### src/rtl/c_multiplier_pipe_if.sv
// Sample/result bundle for the constant-coefficient multiplier.
// The master drives operands and stall control; the slave returns the product.
interface c_multiplier_pipe_if #(
   parameter int W = 16
) ();
   logic         ce;
   logic         in_valid;
   logic [W-1:0] a;
   logic [1:0]   mode;
   logic [W-1:0] result;
   logic         out_valid;

   modport master (
      output ce, in_valid, a, mode,
      input  result, out_valid
   );

   modport slave (
      input  ce, in_valid, a, mode,
      output result, out_valid
   );
endinterface

### src/rtl/c_multiplier_pipe.sv
// Three-stage signed constant multiplier: result = a * C, C = sum of 2^-k over set COEF_MASK bits.
// Per-sample mode selects +C, -C, bypass or zero; the final stage saturates to W bits.
module c_multiplier_pipe #(
   parameter int              N         = 4,
   parameter logic [2**N-1:0] COEF_MASK = 16'h015A
) (
   input  logic                clk,
   input  logic                rst,
   c_multiplier_pipe_if.slave  bus
);
   localparam int W    = 2**N;
   localparam int WE   = W + 2;
   localparam int HALF = W / 2;

   typedef enum logic [1:0] {
      MODE_MUL  = 2'b00,
      MODE_NEG  = 2'b01,
      MODE_BYP  = 2'b10,
      MODE_ZERO = 2'b11
   } mode_e;

   // ---------------- S1: shifted terms split into lo/hi partial sums ----------------
   logic signed [WE-1:0] term      [W];
   logic signed [WE-1:0] lo_chain  [W];
   logic signed [WE-1:0] hi_chain  [W];

   assign term[0]     = '0;
   assign lo_chain[0] = '0;
   assign hi_chain[0] = '0;

   generate
      for (genvar gi = 1; gi < W; gi++) begin : g_term
         logic signed [W-1:0] shifted;
         assign shifted = $signed(bus.a) >>> gi;
         if (COEF_MASK[gi]) begin : g_on
            assign term[gi] = {{2{shifted[W-1]}}, shifted};
         end else begin : g_off
            assign term[gi] = '0;
         end
         // Each term lands in exactly one of the two chains.
         if (gi < HALF) begin : g_lo
            assign lo_chain[gi] = lo_chain[gi-1] + term[gi];
            assign hi_chain[gi] = hi_chain[gi-1];
         end else begin : g_hi
            assign lo_chain[gi] = lo_chain[gi-1];
            assign hi_chain[gi] = hi_chain[gi-1] + term[gi];
         end
      end
   endgenerate

   logic signed [WE-1:0] lo_d, hi_d;
   logic signed [WE-1:0] lo_q, hi_q;
   logic        [W-1:0]  a_q;
   mode_e                mode_q;
   logic                 v1_q;

   assign lo_d = lo_chain[W-1];
   assign hi_d = hi_chain[W-1];

   // ---------------- S2: combine partials and apply mode ----------------
   logic signed [WE-1:0] p_sum;
   logic signed [WE-1:0] s2_d, s2_q;
   logic                 v2_q;

   assign p_sum = lo_q + hi_q;

   always_comb begin
      s2_d = '0;
      unique case (mode_q)
         MODE_MUL:  s2_d = p_sum;
         MODE_NEG:  s2_d = -p_sum;
         MODE_BYP:  s2_d = {{2{a_q[W-1]}}, a_q};
         MODE_ZERO: s2_d = '0;
         default:   s2_d = '0;
      endcase
   end

   // ---------------- S3: saturate to the W-bit signed range ----------------
   logic [W-1:0] result_d, result_q;
   logic         v3_q;
   logic [2:0]   top_bits;

   assign top_bits = s2_q[WE-1:W-1];

   always_comb begin
      result_d = s2_q[W-1:0];
      // In range only when the three top bits are all copies of the sign.
      if (top_bits != 3'b000 && top_bits != 3'b111) begin
         if (s2_q[WE-1]) begin
            result_d = {1'b1, {(W-1){1'b0}}};
         end else begin
            result_d = {1'b0, {(W-1){1'b1}}};
         end
      end
   end

   // ---------------- Pipeline registers ----------------
   always_ff @(posedge clk) begin
      if (rst) begin
         lo_q     <= '0;
         hi_q     <= '0;
         a_q      <= '0;
         mode_q   <= MODE_MUL;
         v1_q     <= 1'b0;
         s2_q     <= '0;
         v2_q     <= 1'b0;
         result_q <= '0;
         v3_q     <= 1'b0;
      end else if (bus.ce) begin
         lo_q     <= lo_d;
         hi_q     <= hi_d;
         a_q      <= bus.a;
         mode_q   <= mode_e'(bus.mode);
         v1_q     <= bus.in_valid;
         s2_q     <= s2_d;
         v2_q     <= v1_q;
         result_q <= result_d;
         v3_q     <= v2_q;
      end
   end

   assign bus.result    = result_q;
   assign bus.out_valid = v3_q;
endmodule

### src/flat_wrapper.sv
// flat-port wrapper written by rule: the top's interface ports become plain ports
module c_multiplier_pipe_flat 
#(
   parameter int              N         = 4,
   parameter logic [2**N-1:0] COEF_MASK = 16'h015A
)
  (clk, rst, bus_ce, bus_in_valid, bus_a, bus_mode, bus_result, bus_out_valid);
  c_multiplier_pipe_if #(.W(16)) bus_i ();
  input  logic clk;
  input  logic rst;
  input wire logic [$bits(bus_i.ce)-1:0] bus_ce;
  input wire logic [$bits(bus_i.in_valid)-1:0] bus_in_valid;
  input wire logic [$bits(bus_i.a)-1:0] bus_a;
  input wire logic [$bits(bus_i.mode)-1:0] bus_mode;
  output wire logic [$bits(bus_i.result)-1:0] bus_result;
  output wire logic [$bits(bus_i.out_valid)-1:0] bus_out_valid;
  assign bus_i.ce = bus_ce;
  assign bus_i.in_valid = bus_in_valid;
  assign bus_i.a = bus_a;
  assign bus_i.mode = bus_mode;
  assign bus_result = bus_i.result;
  assign bus_out_valid = bus_i.out_valid;
  c_multiplier_pipe #(.N(N), .COEF_MASK(COEF_MASK)) u_core (.clk(clk), .rst(rst), .bus(bus_i));
endmodule
### config.mk
export PLATFORM = sky130hd
export DESIGN_NAME = c_multiplier_pipe_flat
export DESIGN_NICKNAME = d
export VERILOG_FILES = /design/src/rtl/c_multiplier_pipe_if.sv /design/src/rtl/c_multiplier_pipe.sv /design/src/flat_wrapper.sv
export SDC_FILE = /design/constraint.sdc
export NUM_CORES = 1
export LEC_CHECK = 0
export ABC_AREA = 0
export BUFFER_PORTS_ARGS = -buffer_cell sky130_fd_sc_hd__buf_2
export CAP_MARGIN = 40
export CORE_MARGIN = 3
export CORE_UTILIZATION = 35
export CTS_CLUSTER_SIZE = 10
export DETAILED_ROUTE_END_ITERATION = 8
export PLACE_DENSITY = 0.59
export SLEW_MARGIN = 25
export SYNTH_ARGS = -nofsm -noshare
export SYNTH_HDL_FRONTEND = slang
export SYNTH_SLANG_ARGS = --single-unit
export TNS_END_PERCENT = 10
### constraint.sdc
create_clock -name clk -period 5.62 [get_ports clk]
set_input_delay 1.124 -clock clk [delete_from_list [all_inputs] [get_ports clk]]
set_output_delay 1.124 -clock clk [all_outputs]
set_load 0.005 [all_outputs]
### Word-level counts from Yosys, hierarchy flattened

Index checks and enable logic that the tools add are counted.
W data, S select, Z words.

* bits in registers: 81
* bits in latches: 0
* RAM bits: 0
* memory bits (read-only): 0
* input port bits: 22
* output and inout bits: 17
* memories: 0

* add/subtract/negate cells: 5
* multiply operators: 0
* divide/modulo/power cells: 0
* $lt $le $gt $ge: 0
* equal/unequal tests: 4
* shift operators: 0
* multiplexer cells: 3
* bitwise gates (word level): 0
* reduce and logical (&&, ||, !) cells: 3

Operators with widths (count)
* $pmux W18 S4: 1
* $mux W16: 2
* $add A18 B10 Y18: 1
* $add A18 B8 Y18: 1
* $neg A18 Y18: 1
* $add A16 B12 Y17: 1
* $add A15 B13 Y16: 1
* $eq A2 B2 Y1 const B: 2
* $ne A3 B3 Y1 const B: 1
* $reduce_bool A3 Y1: 1
* $eq A2 B1 Y1 const B: 1
* $logic_not A2 Y1: 1
* $logic_and A1 B1 Y1: 1

### Depth between registers and ports, before layout

* depth in word-level cells: 3
* depth in mapped cells: 18
* depth with buffers taken out: 18

### Worst setup path after synthesis

Ideal clock, no wire load.

* path type: input to register
* start point: input port bus_a[2]
* end point: register u_core.lo_q[15]
* setup time: 130 ps
* arrival: 4685 ps
* setup slack: 805 ps
* cell stages on the path: 18
* cells stage by stage: fa_1 > ha_1 > fa_1 > a21o_1 > a21oi_1 > nand2b_1 > a21boi_0 > nor2_1 > xnor2_1 > ha_1 > and2_1 > o21ai_0 > o31ai_1 > o41ai_1 > o21ai_0 > a31oi_1 > xnor2_1 > o22ai_1

* word-level cells in the longest chain between the ends: 3

RTL lines
* from (decl): line flat_wrapper.sv:13 `input wire logic [$bits(bus_i.a)-1:0] bus_a;`
* $add A15 B13 Y16: line c_multiplier_pipe.sv:42 `assign lo_chain[gi] = lo_chain[gi-1] + term[gi];`
* $add A16 B12 Y17: line c_multiplier_pipe.sv:42
* $add A18 B10 Y18: line c_multiplier_pipe.sv:42
* to (signal assigned): line c_multiplier_pipe.sv:110 `lo_q <= lo_d;`
* to (decl): line c_multiplier_pipe.sv:52 `logic signed [WE-1:0] lo_q, hi_q;`

Every way passes these cells.
A chain may end at the register's enable or synchronous reset.

### Worst setup path in the final report

Ends and elaborated chain as after synthesis.

==> results.md <==
- Fillers: 1,671
- Die H: 135 um
- Share of cells above drive strength 1: 12.0%
- Total number of vias: 5,036
- Worst-margin pin slew: 0.723 ns
- Async set-or-reset flop fraction in the synthesized netlist: 0%
- Nets@finish: around 810
- Final number of setup-violating endpoints: 0
- Final hold violations: 0
- Initial Utilization: 36.2%
- Placeable Area: 16,100 sq um
- Worst EP required: 5.82 ns
- Detail Route Antenna Nets: 0
- TritonCTS buffer count: 9
- TNS Setup: 0 ns
- Gpl congestion: 0.838
- Die W: 135 um
- Mux contribution to synthesized area: between 7 and 8%
- Die area: ~18,000 sq um
- CP arrival: 5.21 ns
- Path type of the worst setup path: input port to flip-flop
- Vias per cell: 5.30
- Compound-Gate Fraction of Synth Area: 24.2%
- Clock buffer depth: 2
- Worst Hold Class: flip-flop to flip-flop
- First-pass GRT wire length: 23,500 um
- DRC viols: 0
- Largest cells by area after synthesis: dfxtp_1, ha_1, mux2i_1
- Power per standard cell area: between 300 and 400 nW/um^2
- Max Clk Rate: 199 MHz
- Top cells by count, synth: nor2_1, dfxtp_1, a21oi_1
- Rel. slew slack: 51.8%
- Clock Latency Late Sink: approximately 0.34 ns
- Period utilization: 89.2%
- CP Launch Type: input port
- Pin count of the biggest net entering global routing: 70
- Drt pass-1 iters: 4
- Post-synthesis register bit count: 73
- # resized after CTS: 0
- Post-DP HPWL: about 11,000 um
- Post-synth EDFFs: 0
- CTS sink cnt: 73
- Lkg Pwr: around 2.8 nW
- RSZ-0062 raised after global routing: false
- Largest family of logic cells by synthesized area: compound AO/OA/AOI/OAI gates
- Top-area cell type share of the netlist area: ~25%
- 1st-iter DRT viols: 260
- Fin area: roughly 6500 sq um
- Post-CTS Setup Bufs: 0
- Syn. warnings: 0
- CP max FO: 5
- Leading area contributor after synthesis: dfxtp_1
- Cell Area, Synth: 5810 sq um
- Setup Skew: 0.00632 ns
- Final-report max-slew violation count: 0
- # hold bufs at CTS: 0
- GRT overflow: 0
- I/O pins: 39
- Ant diodes: 0
- Simple-gate share of the synthesized area: 19.0%
- Count leader, synth: nor2_1
- CTS tree: yes
- Tmin final: 5.01 ns
- Max Cap Viol: 0
- Initial antenna violation count: 0
- Gr usage total: 15.8%
- Wire length per cell: 14.7 um
- Maximum VDD drop: 181 uV
- Syn nets: 790
- Worst Setup End Kind: flip-flop
- FF/Latch Area: 1460 sq um
- Sequential-to-total area share from yosys stat: between 20% and 30%
- Synth Area in Adders: between 15 and 20%
- Multi-input logic area: roughly 4100 sq um
- Top FF cell, synth: dfxtp_1
- Avg Cell Area, Syn: 8.23 sq um
- Unique masters post-synth: 80
- Floorplan row count: 46
- Outcome: completed
- Area grow syn2layout: 12.6%
- Clock root buffer: clkbuf_16
- Post-DP Area: 6190 sq um
- Clock Pin Slew Worst Setup and Hold Paths: 0.06 ns
- Syn Inst Count: approximately 700
- Routed WL: 14,000 um
- Vias in the first global route: between 4,000 and 5,000
- # H-tree levels: 3
- Post-Synth XOR/XNOR Area: between 5 and 6%
- Number of port buffers: 38
cell type report:
type | instances | share of cell area, %
well taps | 216 | 4.13
clock buffers | 10 | 3.65
repair buffers | 46 | 4.19
flip-flops and latches | 73 | 22.3
inverters | 21 | 1.21
multi-input cells | 579 | 63.1
clock inverters | 6 | 1.40
layout by cell type (no fill, tap or decap), drive strengths merged, types with 7 or more instances in the layout:
master	count
fa	15
nand2	55
xor2	10
dfxtp	73
a211oi	12
ha	47
a21o	15
buf	45
nand3	24
clkbuf	11
nor3	14
o221ai	7
a21oi	61
inv	19
o211ai	10
xnor2	25
nor2	93
o21ai	40
mux2i	39
sequential cells by signal, indices dropped and copies added, names as in the netlist:
| name | cells |
|---|---|
| u_core.mode_q | 2 |
| u_core.lo_q | 18 |
| u_core.bus.result | 16 |
| u_core.bus.out_valid | 1 |
| u_core.v2_q | 1 |
| u_core.v1_q | 1 |
| u_core.a_q | 16 |
| u_core.s2_q | 18 |
stage by stage:
step / hold slack [ns] / power [mW] / utilization, % / cells / setup WS [ns]
finish: 0.454 / 2.51 / 40.7 / 951 / 0.606
global route: 0.469 / 2.72 / 40.7 / 951 / 0.196
CTS: 0.456 / 2.53 / 40.6 / 949 / 0.597
detailed placement: 0.448 / 1.88 / 38.6 / 933 / 0.249
global placement: 0.448 / 1.87 / 38.3 / 930 / 0.343
floorplan: 0.449 / 1.63 / - / 706 / 0.805
metal layers:
metal	vias up	global-route usage [%]	part of all wire, %	wire length [um]
met1	2338	23.7	54	7520
met2	53	23.6	42	5860
li1	2634	-	-	-
met4	0	4.24	1.0	146
met5	-	0	0	0
met3	11	2.50	3.1	435
final timing paths:
path,to,from,slack (ns),depth (start not counted)
max,u_core.lo_q[15]$_SDFFE_PP0P_,bus_a[2],0.61,19
min,u_core.bus.result[2]$_SDFFE_PP0P_,u_core.bus.result[2]$_SDFFE_PP0P_,0.45,2
max reg2reg,u_core.s2_q[14]$_SDFFE_PP0P_,u_core.a_q[15]$_SDFFE_PP0P_,2.11,10
min reg2reg,u_core.bus.result[2]$_SDFFE_PP0P_,u_core.bus.result[2]$_SDFFE_PP0P_,0.45,2
cell families after synthesis:
family,count (synthesis)
xor gates and xnor gates,35
muxes,42
buffers and inverters,54
AOI/OAI and AO/OA,204
adders and majority gates,62
and+or+nand+nor,236
DFF,73
power by group:
| group | switching, mW | internal, mW | total [mW] | leakage, nW |
|---|---|---|---|---|
| logic | 0.689 | 0.535 | 1.22 | 2.06 |
| registers | 0.0526 | 0.599 | 0.651 | 0.602 |
| clock network | 0.232 | 0.402 | 0.634 | 0.163 |
| total | 0.974 | 1.54 | 2.51 | 2.82 |
worst max-delay path, cell delays in order:
cell and delay (ns):
buf_2 0.13, fa_1 0.47, ha_1 0.23, fa_1 0.41
a21o_1 0.17, a21oi_1 0.21, nand2b_1 0.15, a21boi_0 0.09
nor2_1 0.13, xnor2_1 0.15, ha_1 0.31, and2_1 0.18
o21ai_0 0.14, o31ai_1 0.11, o41ai_1 0.41, o21ai_0 0.25
a31oi_1 0.29, xnor2_1 0.15, o22ai_1 0.09
No activity file was read; power rests on OpenSTA's default activity.
